### config.mk
export PLATFORM = sky130hd
export DESIGN_NAME = exposure_trig_sched
export DESIGN_NICKNAME = d
export VERILOG_FILES = /design/src/rtl/exposure_trig_sched.sv
export SDC_FILE = /design/constraint.sdc
export NUM_CORES = 1
export LEC_CHECK = 0
export ABC_AREA = 0
export CAP_MARGIN = 20
export CORE_MARGIN = 2
export CORE_UTILIZATION = 36
export CTS_BUF_LIST = sky130_fd_sc_hd__clkbuf_8 sky130_fd_sc_hd__clkbuf_16
export DETAILED_ROUTE_END_ITERATION = 6
export PLACE_DENSITY_LB_ADDON = 0.08
export RECOVER_POWER = 100
export SLEW_MARGIN = 20
export SYNTH_ARGS = -nofsm -noshare
export SYNTH_HDL_FRONTEND = slang
export SYNTH_SLANG_ARGS = --single-unit
### constraint.sdc
create_clock -name clk -period 3.8 [get_ports clk]
set_input_delay 0.57 -clock clk [delete_from_list [all_inputs] [get_ports clk]]
set_output_delay 0.57 -clock clk [all_outputs]
set_load 0.05 [all_outputs]
### src/rtl/exposure_trig_sched.sv
// Exposure trigger scheduler: free-run / external / software triggered frames with delay, fixed pulse and minimum period.
// IDLE wait for request | DELAY count trigger delay | PULSE trigger_out high | WAIT fill remaining frame period
module exposure_trig_sched #(
    parameter int unsigned TRIG_PULSE_W = 8
) (
    input  logic        clk,
    input  logic        rst_n,
    input  logic [1:0]  reg_trig_mode,
    input  logic [31:0] reg_frame_period,
    input  logic [31:0] reg_trig_delay,
    input  logic [31:0] reg_exposure_time,
    input  logic [1:0]  reg_chan_mask,
    input  logic        reg_cnt_clr,
    input  logic        ext_trig_in,
    input  logic        soft_trig,
    output logic        trigger_out,
    output logic [1:0]  exp_chan,
    output logic [31:0] exp_time_out,
    output logic        busy,
    output logic [31:0] frame_cnt,
    output logic [15:0] drop_cnt
);

    typedef enum logic [1:0] {IDLE, DELAY, PULSE, WAIT} state_t;

    localparam logic [31:0] MIN_PERIOD_M1 = 32'(TRIG_PULSE_W);
    localparam logic [7:0]  PULSE_LAST    = 8'(TRIG_PULSE_W - 1);

    state_t      state;
    logic        ext_s1, ext_s2, ext_s3, ext_req;
    logic        alt_next;
    logic [31:0] dly_cnt, per_cnt, per_last, lat_exp;
    logic [7:0]  pulse_cnt;
    logic        lat_chan;

    logic        mode_free, mask_ok, hw_req, per_done;
    logic        latch_now, direct, pulse_entry;
    logic        new_chan, entry_chan;
    logic [31:0] new_per_last, entry_exp;

    assign mode_free    = (reg_trig_mode == 2'd1);
    assign mask_ok      = |reg_chan_mask;
    assign hw_req       = ((reg_trig_mode == 2'd2) && ext_req) || ((reg_trig_mode == 2'd3) && soft_trig);
    assign per_done     = (per_cnt == per_last);
    assign busy         = (state != IDLE);
    assign new_chan     = (reg_chan_mask == 2'b11) ? alt_next : reg_chan_mask[1];
    assign new_per_last = (reg_frame_period > MIN_PERIOD_M1) ? reg_frame_period - 32'd1 : MIN_PERIOD_M1;

    // A frame is latched from IDLE on any accepted request, or re-armed at the end of WAIT in free-run.
    assign latch_now   = mask_ok && (((state == IDLE) && (mode_free || hw_req)) ||
                                     ((state == WAIT) && per_done && mode_free));
    assign direct      = latch_now && (mode_free || (reg_trig_delay == 32'd0));
    assign pulse_entry = direct || ((state == DELAY) && (dly_cnt == 32'd0));
    assign entry_chan  = direct ? new_chan : lat_chan;
    assign entry_exp   = direct ? reg_exposure_time : lat_exp;

    always_ff @(posedge clk or negedge rst_n) begin
        if (!rst_n) begin
            ext_s1  <= 1'b0;
            ext_s2  <= 1'b0;
            ext_s3  <= 1'b0;
            ext_req <= 1'b0;
        end else begin
            ext_s1  <= ext_trig_in;
            ext_s2  <= ext_s1;
            ext_s3  <= ext_s2;
            ext_req <= ext_s2 & ~ext_s3;
        end
    end

    always_ff @(posedge clk or negedge rst_n) begin
        if (!rst_n) begin
            state        <= IDLE;
            trigger_out  <= 1'b0;
            exp_chan     <= 2'd0;
            exp_time_out <= 32'd0;
            frame_cnt    <= 32'd0;
            alt_next     <= 1'b0;
            dly_cnt      <= 32'd0;
            per_cnt      <= 32'd0;
            per_last     <= 32'd0;
            lat_exp      <= 32'd0;
            lat_chan     <= 1'b0;
            pulse_cnt    <= 8'd0;
        end else begin
            if (latch_now) begin
                per_last <= new_per_last;
                lat_exp  <= reg_exposure_time;
                lat_chan <= new_chan;
                if (reg_chan_mask == 2'b11) begin
                    alt_next <= ~alt_next;
                end
            end
            if (pulse_entry) begin
                state        <= PULSE;
                trigger_out  <= 1'b1;
                pulse_cnt    <= 8'd0;
                per_cnt      <= 32'd0;
                frame_cnt    <= frame_cnt + 32'd1;
                exp_chan     <= {1'b0, entry_chan};
                exp_time_out <= entry_exp;
            end else begin
                case (state)
                    IDLE: begin
                        if (latch_now) begin
                            state   <= DELAY;
                            dly_cnt <= reg_trig_delay - 32'd1;
                        end
                    end
                    DELAY: dly_cnt <= dly_cnt - 32'd1;
                    PULSE: begin
                        per_cnt <= per_cnt + 32'd1;
                        if (pulse_cnt == PULSE_LAST) begin
                            trigger_out <= 1'b0;
                            state       <= WAIT;
                        end else begin
                            pulse_cnt <= pulse_cnt + 8'd1;
                        end
                    end
                    WAIT: begin
                        if (per_done) begin
                            state <= IDLE;
                        end else begin
                            per_cnt <= per_cnt + 32'd1;
                        end
                    end
                    default: state <= IDLE;
                endcase
            end
        end
    end

    // Clear has priority over a drop in the same cycle.
    always_ff @(posedge clk or negedge rst_n) begin
        if (!rst_n) begin
            drop_cnt <= 16'd0;
        end else if (reg_cnt_clr) begin
            drop_cnt <= 16'd0;
        end else if (hw_req && busy && (drop_cnt != 16'hFFFF)) begin
            drop_cnt <= drop_cnt + 16'd1;
        end
    end

endmodule

[Yosys cells after proc, flatten, opt, wreduce, memory -nomap -nowiden]
Cells that the tools add are included.
Word-level totals
  bits in registers: 226
  latch bits: 0
  RAM bits: 0
  bits in read-only memories: 0
  input port bits: 105
  output and inout bits: 84
  word-level logic and storage cells: 99
  memories: 0
Operators by class
  add/subtract/negate cells: 7
  multiply operators: 0
  div/mod/pow operators: 0
  magnitude comparators: 1
  equality and inequality tests: 16
  shift-type cells: 0
  muxes and demuxes: 22
  bitwise logic cells: 4
  reduce and logical (&&, ||, !) cells: 32
Operator list (number)
  $mux 32: 5
  $pmux 32 s2: 2
  $sub 32x1->32 const B: 3
  $add 32x1->32 const B: 2
  $logic_not 32->1: 2
  $eq 32x32->1: 1
  $gt 32x4->1 const B: 1
  $mux 16: 2
  $mux 8: 3
  $add 16x1->16 const B: 1
  $ne 16x16->1 const B: 1
  $ne 3x3->1 const B: 4
  $eq 2x2->1 const B: 5
  $logic_and 1x1->1: 10
  $reduce_bool 2->1: 5
  $add 8x1->8 const B: 1
  $eq 8x3->1 const B: 1
  $mux 2: 4
  $reduce_and 2->1: 4
  $pmux 2 s3: 1
  $logic_or 1x1->1: 5
  $mux 1: 5
  $eq 2x1->1 const B: 2
  $ne 2x2->1 const B: 2
  other kinds (8): 10

[Logic depth before layout (Yosys ltp)]
  depth after elaboration: 11
  depth in mapped cells: 14
  gate-level depth less buffers: 10

[Worst setup path after synthesis]
No wires, ideal clock.
  path kind: reg2reg
  start: register state[1]
  end: register dly_cnt[22]
  setup time: 94 ps
  arrival: 3151 ps
  required time: 3706 ps
  path slack: 555 ps
  stages on the path, launching flop included: 14
  buffers on the path: 4
  clock period less this slack: 3245 ps
  path through: dfrtp_1 -> nor2b_1 -> buf_2 -> clkbuf_1 -> buf_1 -> clkbuf_1 -> mux2i_1 -> ha_1 -> nand3_1 -> nor4b_2 -> o21ai_0 -> xnor2_1 -> nor2_1 -> a211oi_1
On the way
  longest elaborated chain between the ends: 9
  elaborated cells on any way between the ends: 16
  classes of those cells: eq/ne (3); mux (1); bitwise (1); reduce/logical (11)
RTL lines
  from (decl): RTL line 29  | state_t state;
  from (signal assigned): RTL line 73  | state <= IDLE;
  from (signal assigned): RTL line 95  | state <= PULSE;
  from (signal assigned): RTL line 106  | state <= DELAY;
  $eq 2x2->1: RTL line 51  | ((state == WAIT) && per_done && mode_free));
  $logic_and 1x1->1 (2 in a row): RTL line 51
  $logic_or 1x1->1: RTL line 50  | assign latch_now = mask_ok && (((state == IDLE) && (mode_free || hw_req)) ||
  $logic_and 1x1->1: RTL line 50
  $logic_and 1x1->1: RTL line 52  | assign direct = latch_now && (mode_free || (reg_trig_delay == 32'd0));
  $logic_or 1x1->1: RTL line 53  | assign pulse_entry = direct || ((state == DELAY) && (dly_cnt == 32'd0));
  $not 1->1 (no line)
  $reduce_and 3->1 (no line)
  to (signal assigned): RTL line 107  | dly_cnt <= reg_trig_delay - 32'd1;
  to (signal assigned): RTL line 110  | DELAY: dly_cnt <= dly_cnt - 32'd1;
  to (decl): RTL line 32  | logic [31:0] dly_cnt, per_cnt, per_last, lat_exp;
Parallel ways exist; a longest one is shown, timed or not.
A chain may end at the register's enable or synchronous reset.

[Worst setup path in the final report]
  start: register state[0]
  end: register lat_exp[27]
On the way
  longest elaborated chain between the ends: 5
  elaborated cells on any way between the ends: 7
  classes of those cells: eq/ne (1); reduce/logical (6)
RTL lines
  $eq 2x2->1: RTL line 51
  $logic_and 1x1->1 (2 in a row): RTL line 51
  $logic_or 1x1->1 *: RTL line 50
  $logic_and 1x1->1 *: RTL line 50
  to (signal assigned): RTL line 88  | lat_exp <= reg_exposure_time;
  to (decl): RTL line 32
Mark *: on every way between the ends. The rest lies on a longest branch, timed or not.

==> results.md <==
* Outcome: complete, but fails checks
* Violated checks: capacitance limit, slew limit
* Number of placement rows at 68
* Critical path buffers and inverters at 3
* Internal power component at 4410 µW
* Async S/R FF share, synth at 100%
* Number of flops mapped to enable cells by yosys at 0
* Setup crit start kind: flop
* Placeable Area at 34400 µm²
* DPL Wire Length at 24500 µm
* Slowest stage cell on the critical path: sky130_fd_sc_hd__clkbuf_2
* Top post-synthesis cells by area: sky130_fd_sc_hd__dfrtp_1, sky130_fd_sc_hd__nor2_1, sky130_fd_sc_hd__xnor2_1
* Initial antenna violation count at 2
* Detailed-routing iteration count for the pre-antenna-repair pass at 6
* Max_cap viols at 1
* Fraction of power consumed by combinational cells at 8.9%
* Count of hold-fix buffers inserted at cts at 0
* CP peak stage delay at 0.89 ns
* Leading area contributor after synthesis: sky130_fd_sc_hd__dfrtp_1
* Clock tree from TritonCTS: yes
* Area share of fa/ha/maj cells after synthesis at 0.702%
* Area fraction in compound gates after synthesis at 11.6%
* Critical path class: flop to flop
* Post-Synthesis Mean Instance Area at 9.25 µm²
* Total stage count of the critical path at 8
* Setup crit start: state[0]
* Hold Fails Final Rpt at 0
* Simple-gate portion of the synthesized area at 22.6%
* Residual DRC count at 0
* Primary FF master, synth: sky130_fd_sc_hd__dfrtp_1
* Lkg Pwr at 0.00664 µW
* Post-Route WL at 34800 µm
* Placement-stage cell area at 15000 µm²
* Worst min-delay path class: flop to flop
* Crit path cell chain: clkbuf_1 -> nor2_1 -> inv_1 -> nor3_1 -> o22a_1 -> o21ai_4 -> clkbuf_2 -> mux2_2
* Clock period minus final worst setup slack at 3.36 ns
* Area fraction of the dominant cell type after synthesis at 45.3%
* Highest Clock Rate at 298 MHz
* Post-synthesis mux area share at 6.99%
* Yosys synthesis warning count at 0
* Global router's overall resource usage at 19.1%
* Cell count after synthesis at 1349
* CTS root buffer: sky130_fd_sc_hd__clkbuf_16
* Maximum fanout count along the critical path at 35
* Post-route setup TNS at 0 ns
* Reg-to-Reg Start: state[0]
* Die extent in y at 190 µm
* Worst r2r dst: lat_exp[27]
* Relative slew slack at -58.7%
* Yosys cell types at 66
* Final global-route overflow total at 0
* Number of endpoints failing setup at the final stage at 0
* Net switching share of the total power at 25.0%
* Post-synth net total at 1461
* Family with the most delay on the worst path: buffers and inverters
* Termination of the worst setup path: lat_exp[27]
* Length in cells of the worst reg-to-reg path at 8
* Share of final-layout standard cells stronger than drive strength 1 at 9.27%
* Number of fill cells at 3300
* Fraction of the core area covered by cells at the end of the flow at 46.1%
* Flop pwr share at 44.7%
* Post-synthesis share of cell area spent on xor and xnor gates at 9.83%
* CTS H-tree lvls at 1
* Worst-case clock skew at 0.0151 ns
* Port buffer count at 187
* Worst endpoint data arrival time at 3.79 ns
* Inserted Clock Buffers at 28
* Net total in the final layout at 1646
* Req. time, crit path at 4.23 ns
* Worst setup EP type: flop
* Initial core utilization at 36.3%
* Post-Syn Area at 12500 µm²
* Area growth from synthesis to final layout at 26.9%
* WL/cell at 17.3 µm
* Number of pins exceeding their max-slew limit in the final report at 93
* Unrepaired setup endpoints after global routing: false
* Reg2reg setup slack at 0.44 ns
* DRC violation total after the first TritonRoute iteration at 652
* Buffer depth of the longest clock path at 3
* Number of instances resized during post-cts repair at 0
* Maximum number of pins on one net before global-route repair at 93
* Cell area power density at 371 nW/µm²
* Final period util at 88.5%
* Sequential cell area fraction in the yosys report at 45.3%
* Number of storage elements in the synthesis netlist at 226
* Worst slew pin tran at 2.38 ns
* Buffers inserted during post-CTS setup optimization at 0
* Hold slack at 0.348 ns
* Gpl congestion at 0.868
* Final Total Pwr at 5880 µW
* Total Die Area at 36200 µm²
* Number of placed I/O pins at 189
* Clk pwr share at 46.4%
* First-pass GRT wire length at 55900 µm
* Switching power of the nets at 1470 µW
* Dominant combinational cell family by area after synthesis: simple AND/OR/NAND/NOR gates
* Number of nets with antenna violations after routing at 0
* Number of clock sinks at 226
* Clock input transition at the sequential cells of the worst setup and hold paths at 0.06 ns
* Number of vias per cell at 5.24
* Maximum vdd drop at 0.000303 V
* Via count at 10.5k
* Post-Layout Inst Area at 15800 µm²
* Vias in the first global route at 10.1k
* Die X at 190 µm
* Clk_lat worst skew at 0.55 ns
kinds of logic (layout without fill, tap and decap cells):
group                    Yosys count  in the layout
AO/OA/AOI/OAI                    227            227
other                              1              2
AND/OR/NAND/NOR                  577            577
adder cells (fa/ha/maj)            7              7
XOR/XNOR                         140            140
flip-flops                       226            226
buffers and inverters             89            294
multiplexers                      82             82
how the worst min path moves through the flow:
stage | cells after the start | slack (ns) | from | end
6_report | 0 | 0.35 | ext_s1 | ext_s2
5_1_grt | 0 | 0.35 | ext_s1 | ext_s2
4_1_cts | 1 | 0.06 | rst_n | dly_cnt[27]
3_5_place_dp | 0 | 0.34 | ext_s1 | ext_s2
3_3_place_gp | 0 | 0.34 | ext_s1 | ext_s2
2_1_floorplan | 0 | 0.27 | rst_n | alt_next
layout by cell type, fill, tap and decap left out, drive strengths merged, types with 7 or more instances in the layout:
cell	count
clkinv	7
clkbuf	49
dlygate4sd3	86
a22oi	7
nand4	46
and3	20
a211oi	10
nand3	39
clkdlybuf4s50	100
nor4	34
buf	21
and4	8
mux2i	41
nor3	47
a21oi	70
inv	26
o21ai	61
mux2	41
xnor2	83
nor2	211
or3	10
xor2	57
ha	7
dfrtp	226
nand2b	7
a22o	16
nand2	116
o31ai	18
synthesized netlist by cell type (18+ instances only):
cell type,number
sky130_fd_sc_hd__a21oi_1,70
sky130_fd_sc_hd__and3_1,20
sky130_fd_sc_hd__clkbuf_1,45
sky130_fd_sc_hd__dfrtp_1,226
sky130_fd_sc_hd__inv_1,21
sky130_fd_sc_hd__mux2_2,41
sky130_fd_sc_hd__mux2i_1,41
sky130_fd_sc_hd__nand2_1,116
sky130_fd_sc_hd__nand3_1,39
sky130_fd_sc_hd__nand4_1,46
sky130_fd_sc_hd__nor2_1,209
sky130_fd_sc_hd__nor3_1,47
sky130_fd_sc_hd__nor4_1,29
sky130_fd_sc_hd__o21ai_0,59
sky130_fd_sc_hd__o31ai_1,18
sky130_fd_sc_hd__xnor2_1,83
sky130_fd_sc_hd__xor2_1,57
power by group through the flow:
| stage | clock network, µW | logic, µW | registers, µW |
|---|---|---|---|
| floorplan | 0 | 257 | 2640 |
| global placement | 0 | 530 | 2670 |
| detailed placement | 0 | 537 | 2670 |
| CTS | 2820 | 540 | 2630 |
| global route | 2910 | 582 | 2650 |
| finish | 2730 | 524 | 2630 |
final cells by class:
| cell class | instances | area [µm²] | share of cell area (%) |
|---|---|---|---|
| sequential | 226 | 5660 | 35.7 |
| antenna | 1 | 2.50 | 0.0158 |
| timing repair buffer | 222 | 2100 | 13.3 |
| tap | 455 | 569 | 3.60 |
| clock buffer | 34 | 783 | 4.95 |
| inverter | 22 | 82.6 | 0.521 |
| clock inverter | 16 | 171 | 1.08 |
| multi-input combinational | 1034 | 6470 | 40.8 |
sequential cells by signal, indices dropped and copies added, names as in the netlist, 2 cells and up:
signal,cells
frame_cnt,32
drop_cnt,16
exp_time_out,32
dly_cnt,32
pulse_cnt,8
lat_exp,32
per_last,32
state,2
per_cnt,32
metal layers:
metal / global-route usage, % / vias to the layer above / wire length, µm
li1: - / 5155 / -
met1: 26.5 / 5052 / 16000
met2: 31.2 / 273 / 16200
met3: 2.67 / 58 / 1690
met4: 5.04 / 0 / 949
met5: 0 / - / 0
metrics by stage:
step / std cells / setup slack (ns)
5_1_grt: 2010 / 0.200
3_3_place_gp: 1959 / 0.317
6_report: 2010 / 0.439
4_1_cts: 2009 / 0.690
3_5_place_dp: 1959 / 0.347
2_1_floorplan: 1349 / 0.555
No activity file was read; power rests on OpenSTA's default activity.
